===== config.mk =====
export PLATFORM = sky130hd
export DESIGN_NAME = pattern_scan_arb
export DESIGN_NICKNAME = d
export VERILOG_FILES = /design/src/rtl/pattern_scan_pkg.sv /design/src/rtl/pattern_det_1011.sv /design/src/rtl/pattern_scan_arb.sv
export SDC_FILE = /design/constraint.sdc
export NUM_CORES = 1
export LEC_CHECK = 0
export CORE_MARGIN = 2
export CORE_UTILIZATION = 35
export CTS_CLUSTER_SIZE = 20
export DETAILED_ROUTE_END_ITERATION = 10
export GPL_TIMING_DRIVEN = 0
export PLACE_DENSITY = 0.59
export SLEW_MARGIN = 20
export SYNTH_ARGS = -nofsm -noshare
export SYNTH_HDL_FRONTEND = slang
export SYNTH_SLANG_ARGS = --single-unit

===== constraint.sdc =====
create_clock -name clk -period 2.4 [get_ports clk]
set_input_delay 0.48 -clock clk [delete_from_list [all_inputs] [get_ports clk]]
set_output_delay 0.48 -clock clk [all_outputs]
set_load 0.1 [all_outputs]

===== src/rtl/pattern_scan_pkg.sv =====
// Shared types and helpers for the pattern_scan_arb controller and its
// serial "1011" detector.
package pattern_scan_pkg;

  // Controller sequencing: grant/capture, clear detector, shift word, flush, report.
  typedef enum logic [2:0] {
    ST_IDLE  = 3'd0,
    ST_CLEAR = 3'd1,
    ST_SHIFT = 3'd2,
    ST_FLUSH = 3'd3,
    ST_DONE  = 3'd4
  } ctrl_state_e;

  // Detector states are named after the longest pattern prefix seen so far.
  typedef enum logic [2:0] {
    D_S0    = 3'd0,
    D_S1    = 3'd1,
    D_S10   = 3'd2,
    D_S101  = 3'd3,
    D_S1011 = 3'd4
  } det_state_e;

  localparam logic [3:0] PATTERN = 4'b1011;

  // Increment that sticks at max_v instead of wrapping.
  function automatic logic [31:0] sat_inc(input logic [31:0] v, input logic [31:0] max_v);
    return (v >= max_v) ? v : v + 32'd1;
  endfunction

endpackage


===== src/rtl/pattern_det_1011.sv =====
// Serial Moore detector for PATTERN (1011); out is high only in S1011, so it
// reports the bit consumed on the previous cycle.
// Build option: PATTERN_SCAN_OVERLAP_EN selects overlapping detection; when
// undefined a match restarts the search from scratch.
module pattern_det_1011
  import pattern_scan_pkg::*;
(
  input  logic clk,
  input  logic reset,
  input  logic clr,
  input  logic in,
  output logic out
);

  det_state_e state_q, state_d;

  // Next-state: each state advances on the next expected pattern bit.
  always_comb begin
    // NOTE: assigning a default first keeps every path driven, so no latch is inferred.
    state_d = state_q;
    case (state_q)
      D_S0:    state_d = (in == PATTERN[3]) ? D_S1    : D_S0;
      D_S1:    state_d = (in == PATTERN[2]) ? D_S10   : D_S1;
      D_S10:   state_d = (in == PATTERN[1]) ? D_S101  : D_S0;
      D_S101:  state_d = (in == PATTERN[0]) ? D_S1011 : D_S10;
`ifdef PATTERN_SCAN_OVERLAP_EN
      // Trailing "1" or "10" of the match is reused as a new prefix.
      D_S1011: state_d = in ? D_S1 : D_S10;
`else
      // Only a fresh leading 1 survives; the matched bits are consumed.
      D_S1011: state_d = in ? D_S1 : D_S0;
`endif
      default: state_d = D_S0;
    endcase
  end

  // State register with synchronous reset and synchronous clear.
  always_ff @(posedge clk) begin
    // NOTE: sequential state uses non-blocking assignments so all registers update together.
    if (reset || clr) state_q <= D_S0;
    else              state_q <= state_d;
  end

  assign out = (state_q == D_S1011);

endmodule


===== src/rtl/pattern_scan_arb.sv =====
// Round-robin arbiter that lends one serial 1011 detector to NREQ word-parallel
// requesters: grant, capture, shift MSB-first, count matches, report with done.
// Build option: PATTERN_SCAN_OVERLAP_EN (detector overlap mode, see pattern_det_1011).
module pattern_scan_arb
  import pattern_scan_pkg::*;
#(
  parameter  int NREQ   = 2,
  parameter  int WORD_W = 8,
  parameter  int CNT_W  = 4,
  localparam int ID_W   = $clog2(NREQ)
) (
  input  logic                   clk,
  input  logic                   reset,
  input  logic [NREQ-1:0]        req,
  input  logic [NREQ*WORD_W-1:0] req_data,
  output logic [NREQ-1:0]        gnt,
  output logic                   busy,
  output logic                   done,
  output logic [ID_W-1:0]        done_id,
  output logic [CNT_W-1:0]       match_cnt,
  output logic                   ser_bit
);

  localparam int          IDX_W   = (WORD_W > 1) ? $clog2(WORD_W) : 1;
  localparam logic [31:0] CNT_MAX = (32'd1 << CNT_W) - 32'd1;

  ctrl_state_e        state_q, state_d;
  logic [ID_W-1:0]    last_q, last_d;
  logic [ID_W-1:0]    id_q, id_d;
  logic [WORD_W-1:0]  sreg_q, sreg_d;
  logic [IDX_W-1:0]   idx_q, idx_d;
  logic [CNT_W-1:0]   cnt_q, cnt_d;
  logic [ID_W-1:0]    done_id_q, done_id_d;
  logic [CNT_W-1:0]   match_cnt_q, match_cnt_d;
  logic [ID_W-1:0]    pick;
  logic [CNT_W-1:0]   cnt_next;
  logic               det_clr;
  logic               det_out;

  // First requesting index after `last`, wrapping; `last` itself is lowest priority.
  function automatic logic [ID_W-1:0] rr_pick(input logic [NREQ-1:0] r,
                                              input logic [ID_W-1:0] last);
    logic [ID_W-1:0] sel;
    logic [ID_W-1:0] cand;
    sel = last;
    for (int k = NREQ; k >= 1; k--) begin
      cand = ID_W'((int'(last) + k) % NREQ);
      if (r[cand]) sel = cand;
    end
    return sel;
  endfunction

  assign pick     = rr_pick(req, last_q);
  assign cnt_next = det_out ? CNT_W'(sat_inc(32'(cnt_q), CNT_MAX)) : cnt_q;

  // Grant pulse is combinational so the winner is told in the same IDLE cycle it is captured.
  always_comb begin
    gnt = '0;
    if (!reset && (state_q == ST_IDLE) && (|req)) gnt[pick] = 1'b1;
  end

  // Controller next-state and datapath updates.
  always_comb begin
    state_d     = state_q;
    last_d      = last_q;
    id_d        = id_q;
    sreg_d      = sreg_q;
    idx_d       = idx_q;
    cnt_d       = cnt_q;
    done_id_d   = done_id_q;
    match_cnt_d = match_cnt_q;
    det_clr     = 1'b0;
    case (state_q)
      ST_IDLE: begin
        if (|req) begin
          last_d  = pick;
          id_d    = pick;
          sreg_d  = req_data[int'(pick)*WORD_W +: WORD_W];
          state_d = ST_CLEAR;
        end
      end
      ST_CLEAR: begin
        det_clr = 1'b1;
        cnt_d   = '0;
        idx_d   = IDX_W'(WORD_W - 1);
        state_d = ST_SHIFT;
      end
      ST_SHIFT: begin
        // det_out here reflects the bit shifted on the previous cycle.
        sreg_d = sreg_q << 1;
        cnt_d  = cnt_next;
        if (idx_q == '0) state_d = ST_FLUSH;
        else             idx_d   = idx_q - IDX_W'(1);
      end
      ST_FLUSH: begin
        // Last bit's Moore output is visible now; publish so it shows on the done cycle.
        cnt_d       = cnt_next;
        match_cnt_d = cnt_next;
        done_id_d   = id_q;
        state_d     = ST_DONE;
      end
      ST_DONE:  state_d = ST_IDLE;
      default:  state_d = ST_IDLE;
    endcase
  end

  // Controller registers; reset drops any in-flight word.
  always_ff @(posedge clk) begin
    if (reset) begin
      state_q     <= ST_IDLE;
      last_q      <= ID_W'(NREQ - 1);
      id_q        <= '0;
      sreg_q      <= '0;
      idx_q       <= '0;
      cnt_q       <= '0;
      done_id_q   <= '0;
      match_cnt_q <= '0;
    end else begin
      state_q     <= state_d;
      last_q      <= last_d;
      id_q        <= id_d;
      sreg_q      <= sreg_d;
      idx_q       <= idx_d;
      cnt_q       <= cnt_d;
      done_id_q   <= done_id_d;
      match_cnt_q <= match_cnt_d;
    end
  end

  assign busy      = (state_q != ST_IDLE);
  assign done      = (state_q == ST_DONE);
  assign done_id   = done_id_q;
  assign match_cnt = match_cnt_q;
  assign ser_bit   = (state_q == ST_SHIFT) ? sreg_q[WORD_W-1] : 1'b0;

  pattern_det_1011 u_det (
    .clk   (clk),
    .reset (reset),
    .clr   (det_clr),
    .in    (ser_bit),
    .out   (det_out)
  );

endmodule


==> flow_metrics.py <==
metrics = {
    "logic_synthesis": {
        "ys_ff_latch": 28,
        "ys_async_sr_fraction_pct": 0,
        "synthTopCellsByCount": "28 x dfxtp_1, 15 x nand2_1, 14 x a21oi_1, 11 x nand3_1, 9 x o21ai_0",
        "seq_area_frac_synth_pct": 37.62,
        "synth_top_cells_by_area": "dfxtp_1 38%, a21oi_1 4.7%, nand2_1 3.8%, nand3_1 3.7%, a21o_1 3.5%",
        "synth_flop_cell": "dfxtp_1",
        "synth_edf_count": 0,
        "synth_top_area_share_pct": 37.62,
        "synth_cells": 172,
        "yosysMostFrequentCell": "dfxtp_1",
        "yosysUniqueCellTypes": 46,
        "synth_area_sq_um": 1490,
        "yosys_warnings": 0,
        "syn_avg_cell_area_sq_um": 8.664,
        "synth_top_area_cell": "dfxtp_1",
        "syn-num-nets": 195,
    },
    "final_layout": {
        "area_growth_pct": 28.97,
        "layout-drive-gt1-share_pct": 13.17,
        "fin_nets": 229,
        "fin_util_pct": 47.36,
        "antennaDiodeCount": 0,
    },
    "power_and_ir_drop": {
        "clkPwrFrac_pct": 20.4,
        "vdd_drop_max_v": 0.0003381,
        "p_leak_nw": 0.7024,
        "power_density_nw_per_um2": 724.4,
        "p_int_mw": 0.8765,
        "p_comb_share_pct": 40.0,
        "switchingPower_mw": 0.5158,
        "pwr-share-seq_pct": 39.7,
        "swShare_pct": 37.05,
    },
    "drt": {
        "first_pass_iters": 4,
        "drt-initial-drc-count": 83,
        "drc": 0,
        "postRouteAntennaNets": 0,
        "drt-vias-per-instance": 5.325,
        "wl_mm": 3.403,
        "vias": 1358,
        "routedWlPerCell_microns": 13.35,
    },
    "worst_setup_path": {
        "path_max_fanout": 10,
        "crit_slowest_cell": "clkdlybuf4s50_1",
        "arrival_ns": 1.84,
        "crit_type": "input pin to primary output",
        "max_stage_delay_ns": 0.45,
        "cp-end-kind": "primary output",
        "cp.required_ns": 1.92,
        "start_kind": "input pin",
        "path_cells": "clkdlybuf4s50_1 -> clkbuf_1 -> nor4_4 -> buf_6",
    },
    "floorplanning": {
        "io_pins": 30,
        "die_h_microns": 69.25,
        "start_util_pct": 36.73,
        "rows": 23,
        "die-area_sq_um": 4796,
        "core_sq_um": 4058,
        "die_w_microns": 69.25,
    },
    "timing": {
        "grt_setup_unrepaired": "no",
        "skew_ns": 0.004582,
        "relSlewSlack_pct": 35.15,
        "finalMaxSlewViolations": 0,
        "finalSetupTns_ns": 0,
        "min_period_ns": 2.320,
        "setup_violations": 0,
        "hold_viol": 0,
        "worstMarginPinSlew_ns": 0.9698,
        "max_freq_mhz": 431.0,
        "fin_ws_ns": 0.07978,
        "finalCritPeriodShare_pct": 96.68,
    },
    "clock_network": {
        "cts_tree": "yes",
        "htreeDepth": 1,
        "clockRootBuffer": "clkbuf_8",
        "cts_buffers": 3,
        "hold_buffers": 0,
        "clock_path_buffers": 2,
        "clk_pin_slew_ns": 0.09,
        "clock-sinks": 28,
        "insertion_delay_ns": 0.27,
    },
    "global_routing": {
        "first_global_vias": 1290,
        "gr-total-overflow": 0,
        "track_usage_pct": 14.72,
        "antenna_found_initial": 0,
        "grt_pass1_wl_mm": 5.892,
        "grt_start_max_net_pins": 16,
    },
    "placement": {
        "place_ws_ns": -0.9795,
        "routabilityCongestion": 0.7904,
        "place_hpwl_mm": 2.609,
        "port_buffers": 29,
    },
    "run_status": {
        "status": "finished, final reports clean",
    },
    "worst_hold_path": {
        "hp-class": "register to register",
    },
    "flow_run": {
        "drv_cap": 0,
    },
}
[cells in the final DEF, fill, tap and decap left out, types with 3 or more instances in the layout]
cell type	instances
nand2b_1	4
clkbuf_8	4
buf_2	3
clkbuf_1	4
nor2_1	8
buf_6	6
a21o_1	7
o21ai_0	9
clkdlybuf4s50_1	22
nor3_1	6
nand2_1	15
nand3_1	11
ha_1	3
dlygate4sd2_1	3
and2_1	3
dfxtp_1	28
a22oi_1	7
a211oi_1	3
inv_1	6
a21oi_1	14
[timing repair]
action                     CTS  global route
gates resized for setup     22             4
setup endpoints to repair    5             3
setup buffers                0             0
[cell families after synthesis]
family / count (synthesis) / share of synthesized area (%)
compound gates: 53 / 23.93
xor+xnor: 2 / 1.176
fa+ha+maj: 4 / 3.191
buf+inv: 18 / 7.052
flops: 28 / 37.62
mux: 1 / 1.007
simple gates: 66 / 26.03
[critical path, delay by kind of cell]
family	cells	cell delay, ns
and+or+nand+nor	1	0.35
buffers and inverters	3	1.00
[registers in the layout, summed over array words and instances (netlist names)]
register	count
cnt_q	4
u_det.state_q	3
sreg_q	8
match_cnt	4
id_q	1
idx_q	3
done_id	1
state_q	3
last_q	1
[final timing paths]
kind,from,endpoint,slack (ns),cells past startpoint
setup reg to reg,state_q[2]$_SDFFE_PP0P_,idx_q[2]$_SDFFE_PP0P_,0.88,6
setup / recovery,reset,gnt[1],0.08,4
hold reg to reg,done_id$_SDFFE_PP0P_,done_id$_SDFFE_PP0P_,0.46,2
hold / removal,done_id$_SDFFE_PP0P_,done_id$_SDFFE_PP0P_,0.46,2
[layer usage]
metal	up-vias	global-route usage (%)	wire length [microns]
met5	-	0	0
met4	0	4.575	37
met3	4	3.343	88
met2	17	24.47	1651
met1	643	18.94	1626
li1	694	-	-
[per-stage QoR]
stage	hold slack (ns)	cell area [sq um]	power, mW	instances
floorplan	0.4315	1506	0.9818	172
global placement	0.4438	1859	1.103	251
detailed placement	0.4527	1859	1.119	251
CTS	0.4630	1904	1.406	255
global route	0.4892	1922	1.488	255
finish	0.4584	1922	1.392	255
[power groups by stage]
stage / registers [mW] / clock network, mW / logic [mW]
after CTS: 0.552 / 0.301 / 0.553
after global routing: 0.559 / 0.319 / 0.610
after detailed placement: 0.563 / 0 / 0.556
final: 0.552 / 0.284 / 0.556
after global placement: 0.560 / 0 / 0.543
after floorplan: 0.580 / 0 / 0.401
[cell type report]
cell class / instances / area, sq um
clock buffers: 4 / 55.05
plain buffers: 12 / 82.58
flip-flops and latches: 28 / 560.5
inverters: 6 / 22.52
multi-input cells: 126 / 849.6
repair buffers: 29 / 289.0
well taps: 50 / 62.56
fillers: 399 / 2136
(Power assumes the default switching activity.)
